### config.mk
export PLATFORM = sky130hd
export DESIGN_NAME = bg_tile_fetcher
export DESIGN_NICKNAME = d
export VERILOG_FILES = /design/src/rtl/bg_tile_fetcher_pkg.sv /design/src/rtl/bg_tile_fetcher_scroll_coord_wrap.sv /design/src/rtl/bg_tile_fetcher.sv
export SDC_FILE = /design/constraint.sdc
export NUM_CORES = 1
export LEC_CHECK = 0
export CORE_MARGIN = 4
export CORE_UTILIZATION = 45
export DETAILED_ROUTE_END_ITERATION = 8
export PLACE_DENSITY = 0.83
export SLEW_MARGIN = 20
export SYNTH_ARGS = -nofsm -noshare
export SYNTH_HDL_FRONTEND = slang
export SYNTH_SLANG_ARGS = --single-unit
### constraint.sdc
create_clock -name clk -period 2.5 [get_ports clk]
set_input_delay 0.25 -clock clk [delete_from_list [all_inputs] [get_ports clk]]
set_output_delay 0.25 -clock clk [all_outputs]
set_load 0.02 [all_outputs]
### src/rtl/bg_tile_fetcher_pkg.sv
// Shared definitions for the background tile fetcher.
// Contents: FSM state encoding, nametable mirroring codes, default VRAM
// map constants, screen geometry used by the Y wrap, and the mirroring
// helper that maps logical nametable coordinates to a physical table.
package bg_tile_fetcher_pkg;

  typedef enum logic [2:0] {
    ST_IDLE = 3'd0,
    ST_NT   = 3'd1,
    ST_AT   = 3'd2,
    ST_PLO  = 3'd3,
    ST_PHI  = 3'd4,
    ST_DONE = 3'd5
  } state_e;

  localparam logic [1:0] MIRROR_FOUR   = 2'd0;
  localparam logic [1:0] MIRROR_HORZ   = 2'd1;
  localparam logic [1:0] MIRROR_VERT   = 2'd2;
  localparam logic [1:0] MIRROR_SINGLE = 2'd3;

  localparam logic [15:0] NT_BASE_DEF    = 16'h2000;
  localparam logic [15:0] NT_STRIDE_DEF  = 16'h0400;
  localparam logic [15:0] AT_OFFSET_DEF  = 16'h03C0;
  localparam logic [15:0] PAT_STRIDE_DEF = 16'h1000;

  localparam logic [9:0] SCREEN_H = 10'd240;
  localparam logic [9:0] WRAP_H   = 10'd480;

  // Horizontal mirroring shares tables left/right, vertical shares top/bottom.
  function automatic logic [1:0] phys_nt(input logic [1:0] mirror,
                                         input logic       ny,
                                         input logic       nx);
    logic [1:0] p;
    case (mirror)
      MIRROR_FOUR:   p = {ny, nx};
      MIRROR_HORZ:   p = {ny, 1'b0};
      MIRROR_VERT:   p = {1'b0, nx};
      default:       p = 2'b00;
    endcase
    return p;
  endfunction

endpackage

### src/rtl/bg_tile_fetcher_scroll_coord_wrap.sv
// Combinational scroll/coordinate reduction.
// Takes a screen pixel, scroll offsets, base nametable select and
// mirroring mode; produces the physical nametable, tile row/column and
// fine offsets within the tile.
//   pixel_row_i/pixel_col_i : screen position (any 9-bit value)
//   scroll_x_i/scroll_y_i   : scroll offsets
//   nt_sel_i                : base nametable (bit0 +256 X, bit1 +240 Y)
//   mirror_i                : mirroring mode
//   p_o, trow_o, tcol_o, fine_x_o, fine_y_o : reduced coordinates
module bg_tile_fetcher_scroll_coord_wrap
  import bg_tile_fetcher_pkg::*;
(
  input  logic [8:0] pixel_row_i,
  input  logic [8:0] pixel_col_i,
  input  logic [7:0] scroll_x_i,
  input  logic [7:0] scroll_y_i,
  input  logic [1:0] nt_sel_i,
  input  logic [1:0] mirror_i,
  output logic [1:0] p_o,
  output logic [4:0] trow_o,
  output logic [4:0] tcol_o,
  output logic [2:0] fine_x_o,
  output logic [2:0] fine_y_o
);

  logic [8:0] ax;
  logic [9:0] ay0;
  logic [9:0] ay1;
  logic [9:0] ay2;
  logic       ny;
  logic [7:0] ly;

  // X space is 512 wide, so a plain 9-bit sum wraps correctly.
  assign ax = pixel_col_i + {1'b0, scroll_x_i} + {nt_sel_i[0], 8'h00};

  // Y space is 480 tall; the sum reaches at most 1006, so two conditional
  // subtractions are enough to bring it into 0..479.
  assign ay0 = {1'b0, pixel_row_i} + {2'b00, scroll_y_i} + (nt_sel_i[1] ? SCREEN_H : 10'd0);
  assign ay1 = (ay0 >= WRAP_H) ? ay0 - WRAP_H : ay0;
  assign ay2 = (ay1 >= WRAP_H) ? ay1 - WRAP_H : ay1;

  assign ny = (ay2 >= SCREEN_H);
  assign ly = ny ? 8'(ay2 - SCREEN_H) : ay2[7:0];

  assign tcol_o   = ax[7:3];
  assign fine_x_o = ax[2:0];
  assign trow_o   = ly[7:3];
  assign fine_y_o = ly[2:0];
  assign p_o      = phys_nt(mirror_i, ny, ax[8]);

endmodule

### src/rtl/bg_tile_fetcher.sv
// Sequential background tile fetcher.
// On a start pulse the tile under (pixel_row, pixel_col) is located using
// scroll, base nametable and mirroring; four VRAM bytes (nametable,
// attribute, pattern low, pattern high) are read over a req/ack port and
// the tile is presented with a one-cycle tile_valid pulse.
//   clk, rst_n          : clock, asynchronous active-low reset
//   start               : fetch request (ignored while busy)
//   pixel_*, scroll_*, nt_sel, pat_sel, mirror : fetch inputs, latched on start
//   mem_req/mem_addr    : VRAM read request and address
//   mem_ack/mem_rdata   : read completion and data
//   busy                : fetch in progress
//   tile_valid          : tile outputs were just updated
//   tile_idx, tile_attr, tile_pat_lo, tile_pat_hi, fine_x : tile result
module bg_tile_fetcher
  import bg_tile_fetcher_pkg::*;
#(
  parameter int unsigned          ADDR_W     = 16,
  parameter logic [ADDR_W-1:0]    NT_BASE    = ADDR_W'(NT_BASE_DEF),
  parameter logic [ADDR_W-1:0]    NT_STRIDE  = ADDR_W'(NT_STRIDE_DEF),
  parameter logic [ADDR_W-1:0]    AT_OFFSET  = ADDR_W'(AT_OFFSET_DEF),
  parameter logic [ADDR_W-1:0]    PAT_STRIDE = ADDR_W'(PAT_STRIDE_DEF)
) (
  input  logic              clk,
  input  logic              rst_n,
  input  logic              start,
  input  logic [8:0]        pixel_row,
  input  logic [8:0]        pixel_col,
  input  logic [7:0]        scroll_x,
  input  logic [7:0]        scroll_y,
  input  logic [1:0]        nt_sel,
  input  logic              pat_sel,
  input  logic [1:0]        mirror,
  output logic              mem_req,
  output logic [ADDR_W-1:0] mem_addr,
  input  logic              mem_ack,
  input  logic [7:0]        mem_rdata,
  output logic              busy,
  output logic              tile_valid,
  output logic [7:0]        tile_idx,
  output logic [1:0]        tile_attr,
  output logic [7:0]        tile_pat_lo,
  output logic [7:0]        tile_pat_hi,
  output logic [2:0]        fine_x
);

  state_e state_q, state_d;

  logic [1:0] p_w;
  logic [4:0] trow_w, tcol_w;
  logic [2:0] fx_w, fy_w;

  // Coordinates latched at start so the fetch ignores later input changes.
  logic [1:0] p_q;
  logic [4:0] trow_q, tcol_q;
  logic [2:0] fx_q, fy_q;
  logic       pat_q;

  // Bytes collected during the fetch; published together at the end.
  logic [7:0] idx_q;
  logic [1:0] attr_q;
  logic [7:0] plo_q;

  logic [7:0] tile_idx_q, tile_pat_lo_q, tile_pat_hi_q;
  logic [1:0] tile_attr_q;
  logic [2:0] fine_x_q;

  logic [ADDR_W-1:0] nt_base_p, nt_addr, at_addr, plo_addr, phi_addr;
  logic [1:0]        at_sel;
  logic              accept;
  logic              publish;

  bg_tile_fetcher_scroll_coord_wrap u_wrap (
    .pixel_row_i (pixel_row),
    .pixel_col_i (pixel_col),
    .scroll_x_i  (scroll_x),
    .scroll_y_i  (scroll_y),
    .nt_sel_i    (nt_sel),
    .mirror_i    (mirror),
    .p_o         (p_w),
    .trow_o      (trow_w),
    .tcol_o      (tcol_w),
    .fine_x_o    (fx_w),
    .fine_y_o    (fy_w)
  );

  assign accept  = (state_q == ST_IDLE) && start;
  assign publish = (state_q == ST_PHI) && mem_ack;

  assign nt_base_p = NT_BASE + (ADDR_W'(p_q) * NT_STRIDE);
  assign nt_addr   = nt_base_p + (ADDR_W'(trow_q) << 5) + ADDR_W'(tcol_q);
  assign at_addr   = nt_base_p + AT_OFFSET + (ADDR_W'(trow_q[4:2]) << 3) + ADDR_W'(tcol_q[4:2]);
  assign plo_addr  = (pat_q ? PAT_STRIDE : '0) + (ADDR_W'(idx_q) << 4) + ADDR_W'(fy_q);
  assign phi_addr  = plo_addr + ADDR_W'(8);

  // Each attribute byte covers a 4x4 tile block; the quadrant picks the pair.
  assign at_sel = {trow_q[1], tcol_q[1]};

  always_comb begin
    state_d  = state_q;
    mem_req  = 1'b0;
    mem_addr = '0;
    case (state_q)
      ST_IDLE: if (start) state_d = ST_NT;
      ST_NT: begin
        mem_req  = 1'b1;
        mem_addr = nt_addr;
        if (mem_ack) state_d = ST_AT;
      end
      ST_AT: begin
        mem_req  = 1'b1;
        mem_addr = at_addr;
        if (mem_ack) state_d = ST_PLO;
      end
      ST_PLO: begin
        mem_req  = 1'b1;
        mem_addr = plo_addr;
        if (mem_ack) state_d = ST_PHI;
      end
      ST_PHI: begin
        mem_req  = 1'b1;
        mem_addr = phi_addr;
        if (mem_ack) state_d = ST_DONE;
      end
      ST_DONE: state_d = ST_IDLE;
      default: state_d = ST_IDLE;
    endcase
  end

  assign busy       = (state_q != ST_IDLE);
  assign tile_valid = (state_q == ST_DONE);

  always_ff @(posedge clk or negedge rst_n) begin
    if (!rst_n) state_q <= ST_IDLE;
    else        state_q <= state_d;
  end

  always_ff @(posedge clk) begin
    if (accept) begin
      p_q    <= p_w;
      trow_q <= trow_w;
      tcol_q <= tcol_w;
      fx_q   <= fx_w;
      fy_q   <= fy_w;
      pat_q  <= pat_sel;
    end
    if (state_q == ST_NT  && mem_ack) idx_q  <= mem_rdata;
    if (state_q == ST_AT  && mem_ack) attr_q <= mem_rdata[{at_sel, 1'b0} +: 2];
    if (state_q == ST_PLO && mem_ack) plo_q  <= mem_rdata;
  end

  // Outputs load on the last ack so they are valid in the DONE cycle.
  always_ff @(posedge clk or negedge rst_n) begin
    if (!rst_n) begin
      tile_idx_q    <= '0;
      tile_attr_q   <= '0;
      tile_pat_lo_q <= '0;
      tile_pat_hi_q <= '0;
      fine_x_q      <= '0;
    end else if (publish) begin
      tile_idx_q    <= idx_q;
      tile_attr_q   <= attr_q;
      tile_pat_lo_q <= plo_q;
      tile_pat_hi_q <= mem_rdata;
      fine_x_q      <= fx_q;
    end
  end

  assign tile_idx    = tile_idx_q;
  assign tile_attr   = tile_attr_q;
  assign tile_pat_lo = tile_pat_lo_q;
  assign tile_pat_hi = tile_pat_hi_q;
  assign fine_x      = fine_x_q;

endmodule
# Word-level counts from Yosys, hierarchy flattened
# Cells that the tools add are included.
word_totals:
  reg_bits: 69
  in_bits: 51
  output_inout_bits: 48
  wordCells: 71
classes:
  addsub: 16
  magnitude_cmp: 3
  n_eq_ne: 12
  shift: 1
  mux: 14
  reduce_logical: 10
ops:
  columns: ["cell", "count"]
  rows:
  - ["$pmux 16 s4", 1]
  - ["$ge 10x9->1 const B", 2]
  - ["$mux 10", 2]
  - ["$sub 10x9->10 const B", 2]
  - ["$add 15x10->16", 1]
  - ["$add 15x10->16 const B", 1]
  - ["$add 15x4->16 const B", 1]
  - ["$add 16x3->16", 1]
  - ["$add 16x5->16", 1]
  - ["$add 16x6->16", 1]
  - ["$mux 8", 2]
  - ["$add 14x12->15 const A", 1]
  - ["$add 14x3->15", 1]
  - ["$mux 3", 5]
  - ["$pmux 3 s5", 1]
  - ["$add 13x12->14", 1]
  - ["$mux 13", 1]
  - ["$add 10x10->10", 1]
  - ["$add 9x8->10", 1]
  - ["$ge 10x8->1 const B", 1]
  - ["$ne 2x2->1 const B", 5]
  - ["$add 9x8->9", 1]
  - ["$add 9x9->9", 1]
  - ["$shiftx 8x4->2", 1]
  - ["other kinds (14)", 20]

# Longest topological paths before layout
# Gate-level depths: netlist of run 1.
logic_depth:
  ltp_word: 8
  ltp_mapped: 22
  depth_no_buf: 21

# Hierarchy
# Synthesis of run 1 repeated with hierarchy kept, for this count alone.
unflattened:
  cells_unflattened: 354
  area_unflattened_um2: 4404.2
modules_own_cells:
  columns: ["module", "n_inst", "cells_each", "area_each_um2", "seq_area_each_um2"]
  rows:
  - ["bg_tile_fetcher", 1, 187, 3083.0, 1911.8]
  - ["bg_tile_fetcher_scroll_coord_wrap", 1, 167, 1321.3, 0.0]

# Worst setup path before layout of run 1
# Ideal clock, no wire load.
synth_timing:
  path_kind: "input port to flip-flop"
  from: "in pixel_row[5]"
  to: "reg trow_q[2], data pin"
  setup_time_ns: 0.260
  t_arrival_ns: 4.142
  required_time_ns: 2.240
  setup_slack_ns: -1.902
  path_stages: 18
  path_buffers: 0
  cell_sequence: "fa_1 ha_1 a21o_1 o21bai_4 xnor2_1 inv_2 ha_1 a2bb2oi_1 ha_1 nor2b_1 o21ai_0 nor4_4 o21ai_2 nand2b_4 xnor2_1 ha_1 a31o_4 mux2_4"
synth_via:
  elab_chain_len: 8
  word_cells_on_any_way: 11
  classes_between: "5 x add/sub; 3 x order compare; 3 x mux"
synth_lines:
  columns: ["element", "line_no", "text"]
  rows:
  - ["start, declared", "bg_tile_fetcher.sv:26", "input logic [8:0] pixel_row,"]
  - ["$add 9x8->10 *", "bg_tile_fetcher_scroll_coord_wrap.sv:38", "assign ay0 = {1'b0, pixel_row_i} + {2'b00, scroll_y_i} + (nt_sel_i[1] ? SCREEN_H : 10'd0);"]
  - ["$add 10x10->10 *", "bg_tile_fetcher_scroll_coord_wrap.sv:38", null]
  - ["$sub 10x9->10 or $ge 10x9->1 (tied branches)", "bg_tile_fetcher_scroll_coord_wrap.sv:39", "assign ay1 = (ay0 >= WRAP_H) ? ay0 - WRAP_H : ay0;"]
  - ["$mux 10 *", "bg_tile_fetcher_scroll_coord_wrap.sv:39", null]
  - ["$sub 10x9->10 or $ge 10x9->1 (tied branches)", "bg_tile_fetcher_scroll_coord_wrap.sv:40", "assign ay2 = (ay1 >= WRAP_H) ? ay1 - WRAP_H : ay1;"]
  - ["$mux 10 *", "bg_tile_fetcher_scroll_coord_wrap.sv:40", null]
  - ["$sub 8x8->8 or $ge 10x8->1 (tied branches)", "bg_tile_fetcher_scroll_coord_wrap.sv:43, bg_tile_fetcher_scroll_coord_wrap.sv:42", null]
  - ["$mux 8 *", "bg_tile_fetcher_scroll_coord_wrap.sv:43", "assign ly = ny ? 8'(ay2 - SCREEN_H) : ay2[7:0];"]
  - ["via trow_w[2]", "bg_tile_fetcher.sv:49", "logic [4:0] trow_w, tcol_w;"]
  - ["end signal, assigned", "bg_tile_fetcher.sv:140", "trow_q <= trow_w;"]
  - ["end, declared", "bg_tile_fetcher.sv:54", "logic [4:0] trow_q, tcol_q;"]
# Mark *: on every way through the listed nets, which the timed path passes. The rest lies on a longest branch.
# A chain may end at the register's enable or synchronous reset.

# Final worst setup path of run 1
layout_timing:
  from: "in scroll_y[4]"
  to: "reg trow_q[2], data pin"
layout_via:
  elab_chain_len: 8
  word_cells_on_any_way: 11
  classes_between: "5 x add/sub; 3 x order compare; 3 x mux"
layout_lines:
  columns: ["element", "line_no", "text"]
  rows:
  - ["start, declared", "bg_tile_fetcher.sv:29", "input logic [7:0] scroll_y,"]
  - ["$add 9x8->10 *", "bg_tile_fetcher_scroll_coord_wrap.sv:38", null]
  - ["$add 10x10->10 *", "bg_tile_fetcher_scroll_coord_wrap.sv:38", null]
  - ["$sub 10x9->10 or $ge 10x9->1 (tied branches)", "bg_tile_fetcher_scroll_coord_wrap.sv:39", null]
  - ["$mux 10 *", "bg_tile_fetcher_scroll_coord_wrap.sv:39", null]
  - ["$sub 10x9->10 or $ge 10x9->1 (tied branches)", "bg_tile_fetcher_scroll_coord_wrap.sv:40", null]
  - ["$mux 10 *", "bg_tile_fetcher_scroll_coord_wrap.sv:40", null]
  - ["$sub 8x8->8 or $ge 10x8->1 (tied branches)", "bg_tile_fetcher_scroll_coord_wrap.sv:43, bg_tile_fetcher_scroll_coord_wrap.sv:42", null]
  - ["$mux 8 *", "bg_tile_fetcher_scroll_coord_wrap.sv:43", null]
  - ["via trow_w[2]", "bg_tile_fetcher.sv:49", null]
# Marked as above.

==> flow_metrics.py, run 1 <==
metrics = {
    "status": {
        "status": "finished, violations left",
        "violations": "negative setup slack",
    },
    "layout": {
        "n_fill_cell": 554,
        "insertedDiodeCount": 0,
        "fin_nets": 602,
        "syn_to_final_growth_pct": 54.2,
        "layout-drive-gt1-share": 0.402,
        "final_common_cell": "buf_4",
        "final_cell_mix": "buf_4 (76), clkdlybuf4s50_1 (66), mux2_2 (37), edfxtp_1 (37), dfrtp_1 (30)",
        "fin_util": 0.725,
    },
    "cts": {
        "insertion_delay_ps": 360,
        "htree_levels": 3,
        "cts_tree": "built",
        "cts.clk_slew.worst_paths_ps": 80,
        "cts_num_sinks": 69,
        "clockRootBuffer": "clkbuf_8",
        "clk_path_buf_depth": 2,
        "holdBufCountCts": 0,
        "cts_buffers": 9,
    },
    "die": {
        "core-area_um2": 8850,
        "dieArea_um2": 10800,
        "pin_count": 99,
        "die_w_um": 104,
        "rows": 34,
        "die_h_um": 104,
        "initial_core_util": 0.470,
    },
    "global_route": {
        "grt_usage": 0.230,
        "grt_pass1_vias": 3834,
        "grt_pass1_wl_um": 19700,
        "grt_max_degree": 33,
        "antenna_found_initial": 0,
        "gr-total-overflow": 0,
    },
    "routing": {
        "dr.pass1.iters": 5,
        "vias": 3738,
        "vias_per_cell": 5.89,
        "drt_wl_total_um": 13500,
        "drcViolationCount": 0,
        "wl_per_cell_um": 21.3,
        "antenna_left": 0,
        "drt_iter0_drc": 253,
    },
    "sta": {
        "finalHoldViolCount": 0,
        "clock_skew_ps": 7.71,
        "fin_crit_ps": 4010,
        "timing.fmax_ghz": 0.249,
        "rsz0062_at_grt": "true",
        "setup_violations": 5,
        "final.setup.tns_ps": -7170,
        "timing.final.crit_share": 1.61,
        "worst_slack_ps": -1510,
        "slew_viol_final": 0,
    },
    "yosys": {
        "async_reset_ff_frac": 0.464,
        "synthCells": 352,
        "ys_seq_area_frac": 0.460,
        "ys_types": 60,
        "synth_ff_type": "edfxtp_1",
        "ys_ff_latch": 69,
        "synth_area_leader_cell": "edfxtp_1",
        "synth_area_um2": 4160,
        "synth_edf_count": 37,
        "ys_top_cells_by_area": "edfxtp_1 (27%), dfrtp_1 (19%), mux2_2 (10%)",
        "syn_avg_cell_area_um2": 11.8,
        "yosysWarnings": 0,
        "synth_top_area_share": 0.267,
    },
    "placed_design": {
        "routabilityCongestion": 0.853,
        "numPortBuffers": 96,
        "dp_hpwl_um": 8470,
        "dp_worst_setup_slack_ps": -2370,
    },
    "critical_path": {
        "r2r-end": "tile_attr[1]",
        "cp-start-kind": "input port",
        "worstPathRequired_ps": 2600,
        "crit_path_end_kind": "flip-flop",
        "r2r-start": "state_q[0]",
        "critPathArrivalTime_ps": 4120,
        "cp_max_fo": 3,
        "reg2reg_slack_ps": 370,
        "rr_worst_depth": 6,
        "worstSetupPathType": "in2reg",
        "critPathLaunch": "scroll_y[4]",
    },
    "pwr": {
        "pwr_density_cell_nw_per_um2": 1200,
        "power.leakage_nw": 2.70,
        "irDropWorstVdd_v": 0.000467,
    },
    "min_path": {
        "hold_path.class": "in2async",
    },
    "flow_run": {
        "drv_cap": 0,
    },
}
==> report_power, final <==
part	internal [mW]	switching [mW]	total (mW)
Sequential	1.65	0.280	1.93
Clock	0.597	0.459	1.06
Combinational	2.34	2.37	4.71
==> kinds of logic (layout without fill, tap and decap cells) <==
logic type / count (synthesis) / count (layout) / synth area share
AO/OA/AOI/OAI: 87 / 87 / 0.147
flip-flops: 69 / 69 / 0.460
AND/OR/NAND/NOR: 66 / 66 / 0.0894
multiplexers: 43 / 43 / 0.123
buffers and inverters: 39 / 213 / 0.0400
adder cells (fa/ha/maj): 29 / 29 / 0.0981
XOR/XNOR: 18 / 18 / 0.0415
other: 1 / 2 / 0.000902
==> stage by stage <==
stage	hold WS, ps	total power [mW]	std cells	instance area, µm²
floorplan	-45.6	4.09	353	4250
global placement	457	5.79	600	5720
detailed placement	461	5.97	600	5720
CTS	301	7.32	632	6260
global route	341	8.01	635	6410
finish	298	7.70	635	6410
==> per-layer routing <==
| layer | GRT usage | routed length (µm) | up-vias |
|---|---|---|---|
| met5 | 0 | 0 | - |
| met4 | 0.117 | 661 | 0 |
| met3 | 0.0521 | 893 | 65 |
| met2 | 0.428 | 7260 | 225 |
| met1 | 0.241 | 4690 | 1823 |
| li1 | - | - | 1625 |
==> worst max-delay path, stage by stage <==
cell and delay (ps):
buf_6 70, inv_4 30, fa_2 560, inv_2 60, ha_4 160, a21o_1 190
o21bai_4 200, mux2i_4 210, or2_4 260, a311oi_4 320, a21oi_4 70, inv_2 80
ha_4 130, buf_4 110, o21ai_2 50, a211oi_2 250, o21ai_2 140, nand2b_4 110
mux2_4 310, a31o_4 240, mux2_4 300
==> cell type report <==
cell class | instances | area, µm² | share of cell area
inverters | 20 | 80.1 | 0.0125
clock inverters | 6 | 93.8 | 0.0146
multi-input cells | 245 | 2470 | 0.385
well taps | 108 | 135 | 0.0211
clock buffers | 10 | 138 | 0.0215
flip-flops and latches | 69 | 1910 | 0.299
repair buffers | 177 | 1580 | 0.247
==> Yosys cell counts, drive strengths merged, types with 2 or more instances <==
library cell and n:
or2 5, a21oi 23, xnor2 14, o22ai 5, and2 3, nor2b 9
dfrtp 32, a211oi 2, a22oi 11, o21ai 20, mux2i 2, ha 23
mux2 39, nand2 15, a31oi 5, o21bai 4, nand2b 4, buf 8
a21o 5, edfxtp 37, mux4 2, nand4 3, a2bb2oi 2, clkbuf 11
or4 2, a32oi 2, nor2 16, fa 6, nand3b 3, xor2 4
inv 20, nand3 2
==> sequential cells by signal, indices dropped and copies added, names as in the netlist, 5 cells and up <==
name / flops
trow_q: 5
tile_idx: 8
tcol_q: 5
tile_pat_lo: 8
idx_q: 8
plo_q: 8
tile_pat_hi: 8
==> worst max path at each step <==
| stage | end | slack (ps) | depth (start not counted) |
|---|---|---|---|
| after floorplan | trow_q[2] | -1690 | 19 |
| after global placement | trow_q[2] | -2110 | 21 |
| after detailed placement | trow_q[2] | -2370 | 22 |
| after CTS | trow_q[2] | -1490 | 19 |
| after global routing | trow_q[2] | -1620 | 22 |
| final | trow_q[2] | -1510 | 21 |
==> timing repair <==
item,CTS,global route
setup endpoints to repair,20,12
gates resized for setup,87,33
pin swaps,37,28
buffers inserted,16,4
Power figures use the tool's default switching activity.
==> run 2: changes to the inputs <==
--- a/config.mk
+++ b/config.mk
@@ -5,9 +5,11 @@
 export SDC_FILE = /design/constraint.sdc
 export NUM_CORES = 1
 export LEC_CHECK = 0
+export CORE_ASPECT_RATIO = 1.1
 export CORE_MARGIN = 4
 export CORE_UTILIZATION = 45
 export DETAILED_ROUTE_END_ITERATION = 8
+export GPL_TIMING_DRIVEN = 0
 export PLACE_DENSITY = 0.83
 export SLEW_MARGIN = 20
 export SYNTH_ARGS = -nofsm -noshare
==> run 2 against run 1 <==
Compared with the run above:
- the run still ends with negative setup slack left
- clock skew grew 1.1 ps
- first-iteration DRC count shrank 37%
- cell count is 4.6% lower
- largest cell class unchanged
==> flow_metrics.py, run 2 (synthesis results as in run 1) <==
metrics = {
    "status": {
        "status": "finished, violations left",
        "violations": "negative setup slack",
    },
    "placed_design": {
        "dp_hpwl_um": 7520,
        "routabilityCongestion": 0.869,
        "dp.cells": 563,
        "dpl-instance-area_um2": 5350,
        "numPortBuffers": 96,
    },
    "pwr": {
        "swShare": 0.396,
        "p_seq_frac": 0.271,
        "power.leakage_nw": 2.49,
        "p_switching_mw": 2.74,
        "p_int_mw": 4.18,
        "clockPowerShare": 0.130,
        "pwr_density_cell_nw_per_um2": 1130,
        "irDropWorstVdd_v": 0.000494,
        "combPwrFrac": 0.600,
    },
    "layout": {
        "insertedDiodeCount": 0,
        "finalInstanceArea_um2": 6110,
        "final_common_cell": "clkdlybuf4s50_1",
        "final_cell_mix": "clkdlybuf4s50_1 (70), mux2_2 (37), edfxtp_1 (37)",
        "fin_cells": 606,
        "syn_to_final_growth_pct": 47.0,
        "fin_nets": 567,
        "layout-drive-gt1-share": 0.356,
        "n_fill_cell": 619,
    },
    "cts": {
        "cts_num_sinks": 69,
        "cts.clk_slew.worst_paths_ps": 70,
        "insertion_delay_ps": 350,
        "cts_tree": "built",
        "clockRootBuffer": "clkbuf_8",
        "clk_path_buf_depth": 2,
        "htree_levels": 3,
        "cts_buffers": 9,
    },
    "global_route": {
        "grt_usage": 0.193,
        "use_met3": 0.0365,
        "antenna_found_initial": 0,
        "gr-total-overflow": 0,
        "grt_pass1_wl_um": 16500,
        "grt_pass1_vias": 3428,
        "grtUsageMet2": 0.351,
        "busiest_layer": "met2",
        "grt_max_degree": 33,
        "grt.met1_usage": 0.219,
    },
    "die": {
        "die_w_um": 99.6,
        "pin_count": 99,
        "dieArea_um2": 10800,
        "rows": 36,
        "die_h_um": 109,
        "initial_core_util": 0.466,
        "core-area_um2": 8920,
    },
    "critical_path": {
        "cp_top_family": "compound AO/OA/AOI/OAI gates",
        "slowest_delay_ps": 570,
        "cp_max_fo": 5,
        "worstSetupPathType": "in2reg",
        "path_buf_inv": 3,
        "critPathArrivalTime_ps": 4140,
        "worstPathRequired_ps": 2600,
        "cp-start-kind": "input port",
        "crit_chain": "buf_6, fa_1, ha_4, a21o_1, o21bai_4, mux2i_4, or2_4, a311oi_2, a21oi_2, inv_2, ha_4, buf_4, o21ai_2, a211oi_2, o21ai_2, nand2b_4, mux2_4, a31o_4, mux2_4",
        "cp_slowest_cell": "fa_1",
        "crit_path_end_kind": "flip-flop",
    },
    "sta": {
        "holdWs_ps": 366,
        "timing.fmax_ghz": 0.248,
        "clock_skew_ps": 8.79,
        "relSlewSlack": 0.393,
        "worst_pin_slew_ps": 910,
        "worst_slack_ps": -1530,
        "rsz0062_at_grt": "true",
        "setup_violations": 5,
        "finalHoldViolCount": 0,
        "timing.final.crit_share": 1.61,
        "fin_crit_ps": 4030,
        "slew_viol_final": 0,
    },
    "routing": {
        "drcViolationCount": 0,
        "drt_wl_total_um": 10700,
        "antenna_left": 0,
        "vias": 3313,
        "vias_per_cell": 5.47,
        "dr.pass1.iters": 5,
        "drt_iter0_drc": 160,
        "wl_per_cell_um": 17.6,
    },
    "min_path": {
        "hold_path.class": "in2reg",
    },
    "flow_run": {
        "drv_cap": 0,
    },
}
==> run 2: metrics by stage <==
stage / setup slack [ps] / utilization / power [mW] / TNS (ps)
after floorplan: -1690 / - / 4.09 / -7510
after global placement: -2540 / 0.600 / 5.36 / -17230
after detailed placement: -2690 / 0.600 / 5.47 / -19690
after CTS: -1610 / 0.671 / 6.77 / -7340
after global routing: -1700 / 0.685 / 7.29 / -7820
final: -1530 / 0.685 / 6.93 / -6950
==> run 2: final timing paths <==
path                               from              to  slack, ps  cells past startpoint
setup / recovery            scroll_y[5]       trow_q[2]      -1530                     19
hold / removal             pixel_row[0]         fy_q[0]        370                      2
setup reg to reg             state_q[1]    tile_attr[1]        260                      7
hold reg to reg                 fx_q[1]       fine_x[1]        480                      1
max in group asynchronous         rst_n      state_q[1]       1490                      2
min in group asynchronous         rst_n  tile_pat_lo[5]        490                      2
==> run 2: layout make-up <==
| class | instances | area [µm²] | share of cell area |
|---|---|---|---|
| sequential | 69 | 1910 | 0.313 |
| clock inverter | 4 | 27.5 | 0.00451 |
| multi-input combinational | 245 | 2470 | 0.405 |
| timing repair buffer | 127 | 1210 | 0.198 |
| tap | 114 | 143 | 0.0233 |
| buffer | 15 | 90.1 | 0.0147 |
| inverter | 20 | 75.1 | 0.0123 |
| clock buffer | 12 | 176 | 0.0289 |
==> run 2: repair_timing <==
action                     4_1_cts  5_1_grt
hold buffers                     1        0
gates resized for setup         87       33
setup buffers                   24        6
hold endpoints to repair        32        0
setup endpoints to repair       70       15
pin swaps                       37       20
gates cloned                     0        0
==> run 2: per-layer routing <==
| layer | vias up | share of wire |
|---|---|---|
| li1 | 1556 | - |
| met1 | 1588 | 0.38 |
| met2 | 138 | 0.53 |
| met3 | 31 | 0.068 |
| met4 | 0 | 0.025 |
| met5 | - | 0 |
==> run 2: power by group through the flow <==
stage | logic (mW) | registers [mW] | clock network, mW
5_1_grt | 4.42 | 1.92 | 0.952
2_1_floorplan | 1.99 | 2.10 | 0
4_1_cts | 3.98 | 1.88 | 0.916
6_report | 4.15 | 1.87 | 0.897
3_5_place_dp | 3.59 | 1.88 | 0
3_3_place_gp | 3.51 | 1.85 | 0
==> run 3: changes to the inputs <==
--- a/config.mk
+++ b/config.mk
@@ -10,8 +10,9 @@
 export CORE_UTILIZATION = 45
 export DETAILED_ROUTE_END_ITERATION = 8
 export GPL_TIMING_DRIVEN = 0
-export PLACE_DENSITY = 0.83
-export SLEW_MARGIN = 20
+export PLACE_DENSITY = 0.82
+export SLEW_MARGIN = 25
 export SYNTH_ARGS = -nofsm -noshare
 export SYNTH_HDL_FRONTEND = slang
+export SYNTH_HIERARCHICAL = 1
 export SYNTH_SLANG_ARGS = --single-unit
==> run 3 against run 2 <==
Compared with the run above:
- the run still ends with negative setup slack left
- sequential power hardly changed
- critical path depth is 1 lower
- cell count is 0.99% higher
- critical endpoint unchanged
- clock power is 9.4% higher
- hold slack worse by 33 ps
- fmax is 3.0% higher
- design area is 4.0% higher
- power is 4.9% higher
- global-route usage is 0.75 points higher
- utilization is 1.2 points lower
- via count is 6.0% higher
==> flow_metrics.py, run 3 <==
metrics = {
    "status": {
        "status": "finished, violations left",
        "violations": "negative setup slack",
    },
    "die": {
        "die_h_um": 112,
        "initial_core_util": 0.466,
        "rows": 37,
        "pin_count": 99,
        "die_w_um": 102,
        "dieArea_um2": 11400,
        "core-area_um2": 9440,
    },
    "critical_path": {
        "worstPathRequired_ps": 2600,
        "crit_chain": "buf_8, inv_8, fa_1, inv_2, ha_4, o211ai_1, o21ai_2, xnor2_2, inv_2, ha_4, buf_4, buf_4, nor3_1, mux2i_1, o22a_1, a211oi_4, a41oi_4, mux2_4",
        "slowest_delay_ps": 540,
        "cp_max_fo": 5,
        "cp-start-kind": "input port",
        "critPathArrivalTime_ps": 4010,
        "crit_path_end_kind": "flip-flop",
        "path_buf_inv": 6,
        "cp_top_family": "compound AO/OA/AOI/OAI gates",
        "worstSetupPathType": "in2reg",
        "cp_slowest_cell": "fa_1",
    },
    "sta": {
        "rsz0062_at_grt": "true",
        "finalHoldViolCount": 0,
        "final.setup.tns_ps": -6750,
        "clock_skew_ps": 14.8,
        "fin_crit_ps": 3920,
        "relSlewSlack": 0.392,
        "timing.final.crit_share": 1.57,
        "slew_viol_final": 0,
        "worst_pin_slew_ps": 911,
        "timing.fmax_ghz": 0.255,
        "setup_violations": 5,
        "worst_slack_ps": -1420,
    },
    "layout": {
        "layout-drive-gt1-share": 0.337,
        "final_common_cell": "clkdlybuf4s50_1",
        "final_cell_mix": "clkdlybuf4s50_1 (72), edfxtp_1 (37), mux2_4 (31), dfrtp_1 (31), buf_4 (29)",
        "fin_nets": 570,
        "n_fill_cell": 671,
        "syn_to_final_growth_pct": 44.2,
        "finalInstanceArea_um2": 6350,
        "insertedDiodeCount": 0,
    },
    "yosys": {
        "ys_top_cells_by_area": "edfxtp_1 (25%), dfrtp_1 (18%), mux2_4 (10%)",
        "synth_area_um2": 4400,
        "ys_top_cells_by_count": "edfxtp_1 (37), dfrtp_1 (32), mux2_4 (30)",
        "ys_types": 65,
        "synth_ff_type": "edfxtp_1",
        "synthCells": 354,
        "synth_top_area_share": 0.252,
        "ys_seq_area_frac": 0.434,
        "synth.most_common_cell": "edfxtp_1",
        "synth_area_leader_cell": "edfxtp_1",
        "syn_avg_cell_area_um2": 12.4,
        "yosysWarnings": 6,
        "ys_ff_latch": 69,
        "synth_edf_count": 37,
        "async_reset_ff_frac": 0.464,
    },
    "min_path": {
        "hold_path.class": "in2reg",
    },
    "global_route": {
        "grt_max_degree": 33,
        "gr-total-overflow": 0,
        "grt_usage": 0.201,
        "busiest_layer": "met2",
        "grt_pass1_wl_um": 18100,
        "grt_pass1_vias": 3675,
        "grtUsageMet2": 0.341,
        "use_met3": 0.0451,
        "antenna_found_initial": 0,
        "grt.met1_usage": 0.240,
    },
    "routing": {
        "drt_iter0_drc": 233,
        "antenna_left": 0,
        "vias_per_cell": 5.74,
        "wl_per_cell_um": 18.5,
        "drcViolationCount": 0,
        "drt_wl_total_um": 11300,
        "vias": 3512,
        "dr.pass1.iters": 4,
    },
    "pwr": {
        "pwr_density_cell_nw_per_um2": 1140,
        "irDropWorstVdd_v": 0.000556,
        "power.leakage_nw": 2.57,
    },
    "cts": {
        "cts_tree": "built",
        "cts_buffers": 9,
        "insertion_delay_ps": 350,
        "cts.clk_slew.worst_paths_ps": 80,
        "clk_path_buf_depth": 2,
        "htree_levels": 3,
        "cts_num_sinks": 69,
        "clockRootBuffer": "clkbuf_8",
    },
    "placed_design": {
        "dp_hpwl_um": 7750,
        "numPortBuffers": 96,
        "dp_worst_setup_slack_ps": -2670,
        "routabilityCongestion": 0.898,
        "dpl-instance-area_um2": 5560,
    },
    "flow_run": {
        "drv_cap": 0,
    },
}
-- run 3: changes by cell type after synthesis, moves of 8 or more --
cell      before  now
o211ai_1       0    8
a22oi_1       11    0
mux2_4         2   30
mux2i_1        2   10
mux2_2        37    2
or4bb_1        0   14
-- run 3: layout make-up --
| cell class | count | area [µm²] | share of cell area |
|---|---|---|---|
| Multi-Input combinational cell | 249 | 2740 | 0.431 |
| Tap cell | 117 | 146 | 0.0230 |
| Inverter | 20 | 85.1 | 0.0134 |
| Clock inverter | 7 | 91.3 | 0.0144 |
| Sequential cell | 69 | 1910 | 0.301 |
| Buffer | 17 | 111 | 0.0175 |
| Clock buffer | 9 | 124 | 0.0195 |
| Timing Repair Buffer | 124 | 1140 | 0.180 |
-- run 3: cells by family after synthesis --
group | Yosys count | share of synthesized area
AO/OA/AOI/OAI | 73 | 0.131
XOR/XNOR | 13 | 0.0276
adder cells (fa/ha/maj) | 29 | 0.0926
buffers and inverters | 38 | 0.0412
flip-flops | 69 | 0.434
multiplexers | 44 | 0.140
other | 1 | 0.000851
AND/OR/NAND/NOR | 87 | 0.132
-- run 3: path summary, 6_finish.rpt --
path	slack [ps]	depth (start not counted)	from	to
setup / recovery	-1420	18	pixel_row[4]	trow_q[2]
hold / removal	330	2	pixel_row[0]	fy_q[0]
setup reg to reg	270	3	state_q[1]	tcol_q[0]
hold reg to reg	480	1	plo_q[6]	tile_pat_lo[6]
max in group asynchronous	1500	2	rst_n	state_q[0]
min in group asynchronous	490	2	rst_n	tile_pat_lo[3]
-- run 3: repair_timing --
item,4_1_cts,5_1_grt
gates resized for setup,108,16
hold buffers,1,0
pin swaps,40,5
hold endpoints to repair,32,0
setup endpoints to repair,14,14
setup buffers,23,4
gates cloned,1,0
-- run 3: per-stage QoR --
step,util,std cells,hold slack [ps],total power [mW]
after floorplan,-,355,-45.6,4.26
after global placement,0.589,568,460,5.56
after detailed placement,0.589,568,345,5.68
after CTS,0.665,608,318,7.11
after global routing,0.673,612,336,7.64
final,0.673,612,333,7.26
-- run 3: metal layers --
metal / vias to the layer above / share of wire
li1: 1607 / -
met1: 1680 / 0.40
met2: 177 / 0.50
met3: 48 / 0.062
met4: 0 / 0.041
met5: - / 0
-- run 3: worst reg2reg max path, stage by stage, from the launching register on --
cell and delay, ps:
dfrtp_1 430, clkbuf_1 240, or3_1 460, nor2_2 720
-- run 3: report_power, final --
group	internal, mW	total [mW]	switching, mW
clock	0.490	0.981	0.491
sequential	1.66	1.90	0.243
combinational	2.18	4.38	2.20
total	4.33	7.26	2.93
